--- config.mk ---
export PLATFORM = sky130hd
export DESIGN_NAME = toggle_hs_receiver_flat
export DESIGN_NICKNAME = d
export VERILOG_FILES = /design/src/rtl/toggle_hs_receiver_pkg.sv /design/src/rtl/toggle_hs_receiver_if.sv /design/src/rtl/toggle_hs_receiver_sync_chain.sv /design/src/rtl/toggle_hs_receiver.sv /design/src/flat_wrapper.sv
export SDC_FILE = /design/constraint.sdc
export NUM_CORES = 1
export LEC_CHECK = 0
export CORE_ASPECT_RATIO = 0.7
export CORE_UTILIZATION = 47
export DETAILED_ROUTE_END_ITERATION = 12
export PLACE_DENSITY = 0.83
export SYNTH_ARGS = -nofsm -noshare
export SYNTH_HDL_FRONTEND = slang
export SYNTH_SLANG_ARGS = --single-unit
--- constraint.sdc ---
create_clock -name clk -period 2.3 [get_ports clk]
set_input_delay 0.345 -clock clk [delete_from_list [all_inputs] [get_ports clk]]
set_output_delay 0.345 -clock clk [all_outputs]
set_load 0.02 [all_outputs]
--- src/rtl/toggle_hs_receiver_pkg.sv ---
`default_nettype none
// ============================================================================
// Module      : toggle_hs_pkg
// Description : Shared types and default sizes for the toggle handshake receiver.
// Revision    : 1.0 - initial release
// ============================================================================
package toggle_hs_pkg;

    typedef enum logic [0:0] {
        IDLE  = 1'b0,
        VALID = 1'b1
    } hs_state_e;

    localparam int DEF_DATA_W      = 8;
    localparam int DEF_SYNC_STAGES = 2;
    localparam int DEF_CNT_W       = 16;

endpackage : toggle_hs_pkg
`default_nettype wire

--- src/rtl/toggle_hs_receiver_if.sv ---
`default_nettype none
// ============================================================================
// Module      : toggle_hs_receiver_if
// Description : Toggle request/ack side plus downstream valid/ready side.
// Revision    : 1.0 - initial release
// ============================================================================
interface toggle_hs_receiver_if #(
    parameter int DATA_W = 8
);
    logic              req_tgl;
    logic [DATA_W-1:0] data_in;
    logic              ack_tgl;
    logic [DATA_W-1:0] dout;
    logic              dout_valid;
    logic              dout_ready;

    // slave = the receiver block; master = transmitter plus downstream sink
    modport slave (
        input  req_tgl,
        input  data_in,
        input  dout_ready,
        output ack_tgl,
        output dout,
        output dout_valid
    );

    modport master (
        output req_tgl,
        output data_in,
        output dout_ready,
        input  ack_tgl,
        input  dout,
        input  dout_valid
    );
endinterface : toggle_hs_receiver_if
`default_nettype wire

--- src/rtl/toggle_hs_receiver_sync_chain.sv ---
`default_nettype none
// ============================================================================
// Module      : sync_chain
// Description : Single-bit multi-flop synchroniser, resets to 0 (async, active-low).
// Revision    : 1.0 - initial release
// ============================================================================
module sync_chain #(
    parameter int STAGES = 2
) (
    input  wire logic clk,
    input  wire logic rst,
    input  wire logic i_d,
    output logic      o_q
);

    logic [STAGES-1:0] r_sync;

    always_ff @(posedge clk or negedge rst) begin
        if (!rst) begin
            r_sync <= '0;
        end else begin
            r_sync <= {r_sync[STAGES-2:0], i_d};
        end
    end

    assign o_q = r_sync[STAGES-1];

endmodule : sync_chain
`default_nettype wire

--- src/rtl/toggle_hs_receiver.sv ---
`default_nettype none
// ============================================================================
// Module      : toggle_hs_receiver
// Description : Two-phase request receiver presenting words on valid/ready.
// Revision    : 1.0 - initial release
// ============================================================================
module toggle_hs_receiver
    import toggle_hs_pkg::*;
#(
    parameter int DATA_W      = DEF_DATA_W,
    parameter int SYNC_STAGES = DEF_SYNC_STAGES,
    parameter int CNT_W       = DEF_CNT_W
) (
    input  wire logic         clk,
    input  wire logic         rst,
    toggle_hs_receiver_if.slave hs,
    output logic              err_overrun,
    input  wire logic         err_clr,
    output logic [CNT_W-1:0]  xfer_count
);

    localparam logic [0:0] ST_IDLE  = IDLE;
    localparam logic [0:0] ST_VALID = VALID;

    logic [0:0]        r_state;
    logic              r_ack;
    logic [DATA_W-1:0] r_dout;
    logic              r_err;
    logic [CNT_W-1:0]  r_count;

    logic w_req_s;
    logic w_pending;
    logic w_accept;
    logic w_overrun;

    sync_chain #(
        .STAGES (SYNC_STAGES)
    ) u_req_sync (
        .clk (clk),
        .rst (rst),
        .i_d (hs.req_tgl),
        .o_q (w_req_s)
    );

    assign w_pending = (w_req_s != r_ack);
    assign w_accept  = (r_state == ST_VALID) && hs.dout_ready;
    // In VALID the request must still differ from ack; equality means a second toggle
    assign w_overrun = (r_state == ST_VALID) && !w_pending;

    always_ff @(posedge clk or negedge rst) begin
        if (!rst) begin
            r_state <= ST_IDLE;
            r_ack   <= 1'b0;
            r_dout  <= '0;
            r_count <= '0;
        end else begin
            case (r_state)
                ST_IDLE: begin
                    if (w_pending) begin
                        r_dout  <= hs.data_in;
                        r_state <= ST_VALID;
                    end
                end
                ST_VALID: begin
                    if (w_accept) begin
                        r_ack   <= ~r_ack;
                        r_count <= r_count + CNT_W'(1);
                        r_state <= ST_IDLE;
                    end
                end
                default: r_state <= ST_IDLE;
            endcase
        end
    end

    always_ff @(posedge clk or negedge rst) begin
        if (!rst) begin
            r_err <= 1'b0;
        end else if (w_overrun) begin
            r_err <= 1'b1;
        end else if (err_clr) begin
            r_err <= 1'b0;
        end
    end

    assign hs.ack_tgl    = r_ack;
    assign hs.dout       = r_dout;
    assign hs.dout_valid = (r_state == ST_VALID);
    assign err_overrun   = r_err;
    assign xfer_count    = r_count;

endmodule : toggle_hs_receiver
`default_nettype wire

--- src/flat_wrapper.sv ---
// flat-port wrapper written by rule: the top's interface ports become plain ports
module toggle_hs_receiver_flat import toggle_hs_pkg::*;
#(
    parameter int DATA_W      = DEF_DATA_W,
    parameter int SYNC_STAGES = DEF_SYNC_STAGES,
    parameter int CNT_W       = DEF_CNT_W
)
  (clk, rst, err_overrun, err_clr, xfer_count, hs_req_tgl, hs_data_in, hs_dout_ready, hs_ack_tgl, hs_dout, hs_dout_valid);
  toggle_hs_receiver_if #(.DATA_W(DATA_W)) hs_i ();
  input  wire logic clk;
  input  wire logic rst;
  output logic err_overrun;
  input  wire logic err_clr;
  output logic [CNT_W-1:0] xfer_count;
  input wire logic [$bits(hs_i.req_tgl)-1:0] hs_req_tgl;
  input wire logic [$bits(hs_i.data_in)-1:0] hs_data_in;
  input wire logic [$bits(hs_i.dout_ready)-1:0] hs_dout_ready;
  output wire logic [$bits(hs_i.ack_tgl)-1:0] hs_ack_tgl;
  output wire logic [$bits(hs_i.dout)-1:0] hs_dout;
  output wire logic [$bits(hs_i.dout_valid)-1:0] hs_dout_valid;
  assign hs_i.req_tgl = hs_req_tgl;
  assign hs_i.data_in = hs_data_in;
  assign hs_i.dout_ready = hs_dout_ready;
  assign hs_ack_tgl = hs_i.ack_tgl;
  assign hs_dout = hs_i.dout;
  assign hs_dout_valid = hs_i.dout_valid;
  toggle_hs_receiver #(.DATA_W(DATA_W), .SYNC_STAGES(SYNC_STAGES), .CNT_W(CNT_W)) u_core (.clk(clk), .rst(rst), .hs(hs_i), .err_overrun(err_overrun), .err_clr(err_clr), .xfer_count(xfer_count));
endmodule
==> run_results.csv <==
group,metric,value,unit
clock_tree,cts_post_setup_buffers_inserted,0,
timing,skew,0.003500,ns
clock_tree,ctsResizeCount,0,
die,die_y,43.52,µm
die,coreArea,2242,µm²
power_and_ir_drop,peakVddDrop,0.0007672,V
synth,syn_area_per_cell,13.78,µm²
synth,synth-seq-area-share,62.70,%
clock_tree,cts_made_buffers,5,
worst_setup_path,slowest_stage,"clkdlybuf4s50_1",
clock_tree,htreeDepth,2,
clock_tree,cts_root_buf,"clkbuf_4",
place,place_area,1595,µm²
timing,slew_headroom,73.29,%
timing,timing.setup.tns,0,ns
die,initial_core_util,51.62,%
power_and_ir_drop,power_per_cell_area,1165,nW/µm²
worst_setup_path,cp_top_family,"buffers and inverters",
global_route,antenna_found_initial,0,
worst_setup_path,end_kind,"output pin",
timing,min_period,1.776,ns
finish,layout_commonest_cell,"clkdlybuf4s50_1",
drt,drc_errors,0,
synth,synth_top_area_cell,"dfrtp_1",
die,ios,40,
worst_setup_path,crit_required,1.96,ns
drt,dr.first_iter.drc_count,27,
timing,fin_crit_sh,77.20,%
clock_tree,clock_sinks,29,
die,row_count,14,
clock_tree,clk_pin_slew_worst_paths,0.08,ns
drt,wl_per_cell,14.06,µm
finish,drive_gt1_share,15.27,%
drt,drt_pre_antenna_iters,2,
global_route,track_usage,21.31,%
finish,finish.utilization,73.60,%
die,dieArea,2668,µm²
worst_setup_path,crit_fanout,6,
place,gp_congestion,0.7688,
synth,yosys_warnings,0,
finish,n_antenna_cell,0,
global_route,grt_max_degree,30,
worst_setup_path,cp_cell_sequence,"clkdlybuf4s50_1",
place,port-buffer-count,39,
clock_tree,cts_tree,"yes",
worst_setup_path,arrival,1.43,ns
drt,via_count,823,
worst_setup_path,critPathMaxStageDelay,0.65,ns
clock_tree,cts_max_path_buffers,2,
die,dieWidth,61.31,µm
timing,finalHoldViolations,0,
global_route,grt_remaining_overflow,0,
finish,area_delta_synth_final,42.59,%
timing,max_freq,563.2,MHz
finish,nNetsFinal,145,
drt,vias_per_cell,5.049,
synth,synthTopCellsByArea,"dfrtp_1 63%, xnor2_1 9.1%, mux2_2 8.8%, xor2_1 3.8%, nand2_1 2.3%",
worst_setup_path,start_kind,"flip-flop",
outcome,outcome,"finished, final reports clean",
timing,rsz0062_at_grt,"false",
power_and_ir_drop,p_leak,0.0007225,µW
worst_setup_path,path_class,"flip-flop to output pin",
clock_tree,worstSkewPairLatency,0.31,ns
synth,synth.cell_area,1157,µm²
timing,drv_slew,0,
global_route,grt_pass1_wl,3.919,mm
synth,syn-num-nets,98,
synth,syn_inst,84,
global_route,grt_pass1_vias,869,
run,cap_violations,0,
clock_tree,cts_hold_buf,0,
drt,routed_wl,2.291,mm
worst_setup_path,crit_buf_inv,1,
timing,worst-slew-pin-transition,0.4003,ns
finish,post-route-cell-area,1650,µm²
timing,setup_viol,0,
place,place_hpwl,1.761,mm
timing,hold_ws,0.3950,ns
synth,yosysTopAreaCellShare,62.70,%
worst_hold_path,hold_path.class,"flip-flop to flip-flop",
drt,ant_nets,0,
synth,ys_types,19,
finish,final_cell_mix,"39 x clkdlybuf4s50_1, 29 x dfrtp_1, 12 x xnor2_1",
synth,synth.ff_latch_count,29,
==> cells in the mapped netlist (all sizes together) <==
library cell,n
inv,1
nor2,3
mux2,9
mux2i,1
and4,1
and3,3
nand4,3
o21ai,1
nor4,2
nand3,4
nand2,8
xor2,5
nor3,1
dfrtp,29
ha,1
xnor2,12
==> state kept, by name (all words and copies together), names as in the netlist <==
| register | count |
|---|---|
| u_core.err_overrun | 1 |
| u_core.hs.ack_tgl | 1 |
| u_core.hs.dout | 8 |
| u_core.u_req_sync.r_sync | 2 |
| u_core.hs.dout_valid | 1 |
| u_core.xfer_count | 16 |
==> per-stage QoR <==
step	cells	setup slack, ns	total power [µW]
final	163	0.5245	1922
after global routing	163	0.4552	2047
after CTS	163	0.5032	1948
after detailed placement	156	0.4698	1641
after global placement	156	0.5423	1619
after floorplan	84	0.8387	1246
==> metal layers <==
layer	vias up	track usage (%)	routed length (µm)
li1	384	-	-
met1	419	26.57	1020
met2	15	33.04	1172
met3	5	5.672	60
met4	0	13.18	38
met5	-	0	0
==> cell type report <==
type / count / area [µm²]
repair buffers: 40 / 397.9
clock buffers: 7 / 55.05
multi-input cells: 54 / 427.9
fillers: 161 / 591.8
inverters: 1 / 3.754
well taps: 32 / 40.04
flip-flops and latches: 29 / 725.7
==> logic make-up (layout without fill, tap and decap cells) <==
family,after synthesis,in the layout,synth area share (%)
buffers and inverters,1,48,0.3240
XOR/XNOR,17,17,12.86
AND/OR/NAND/NOR,25,25,12.98
multiplexers,10,10,9.622
adder cells (fa/ha/maj),1,1,1.081
flip-flops,29,29,62.70
AO/OA/AOI/OAI,1,1,0.4320
==> path summary, 6_finish.rpt <==
kind | cells past startpoint | end | from | slack, ns
worst min register to register | 0 | u_core.u_req_sync.r_sync[1]$_DFF_PN0_ | u_core.u_req_sync.r_sync[0]$_DFF_PN0_ | 0.39
worst max register to register | 5 | u_core.xfer_count[10]$_DFFE_PN0P_ | u_core.xfer_count[0]$_DFFE_PN0P_ | 0.79
min in group asynchronous | 2 | u_core.u_req_sync.r_sync[1]$_DFF_PN0_ | rst | 0.41
worst max-delay path | 1 | hs_dout_valid | u_core.hs.dout_valid$_DFF_PN0_ | 0.52
max in group asynchronous | 2 | u_core.xfer_count[12]$_DFFE_PN0P_ | rst | 1.62
worst min-delay path | 0 | u_core.u_req_sync.r_sync[1]$_DFF_PN0_ | u_core.u_req_sync.r_sync[0]$_DFF_PN0_ | 0.39
==> where the power goes <==
part / internal (µW) / total, µW / switching (µW)
clock: 144 / 297 / 153
combinational: 433 / 827 / 394
sequential: 662 / 798 / 136
No activity file was read; power rests on OpenSTA's default activity.
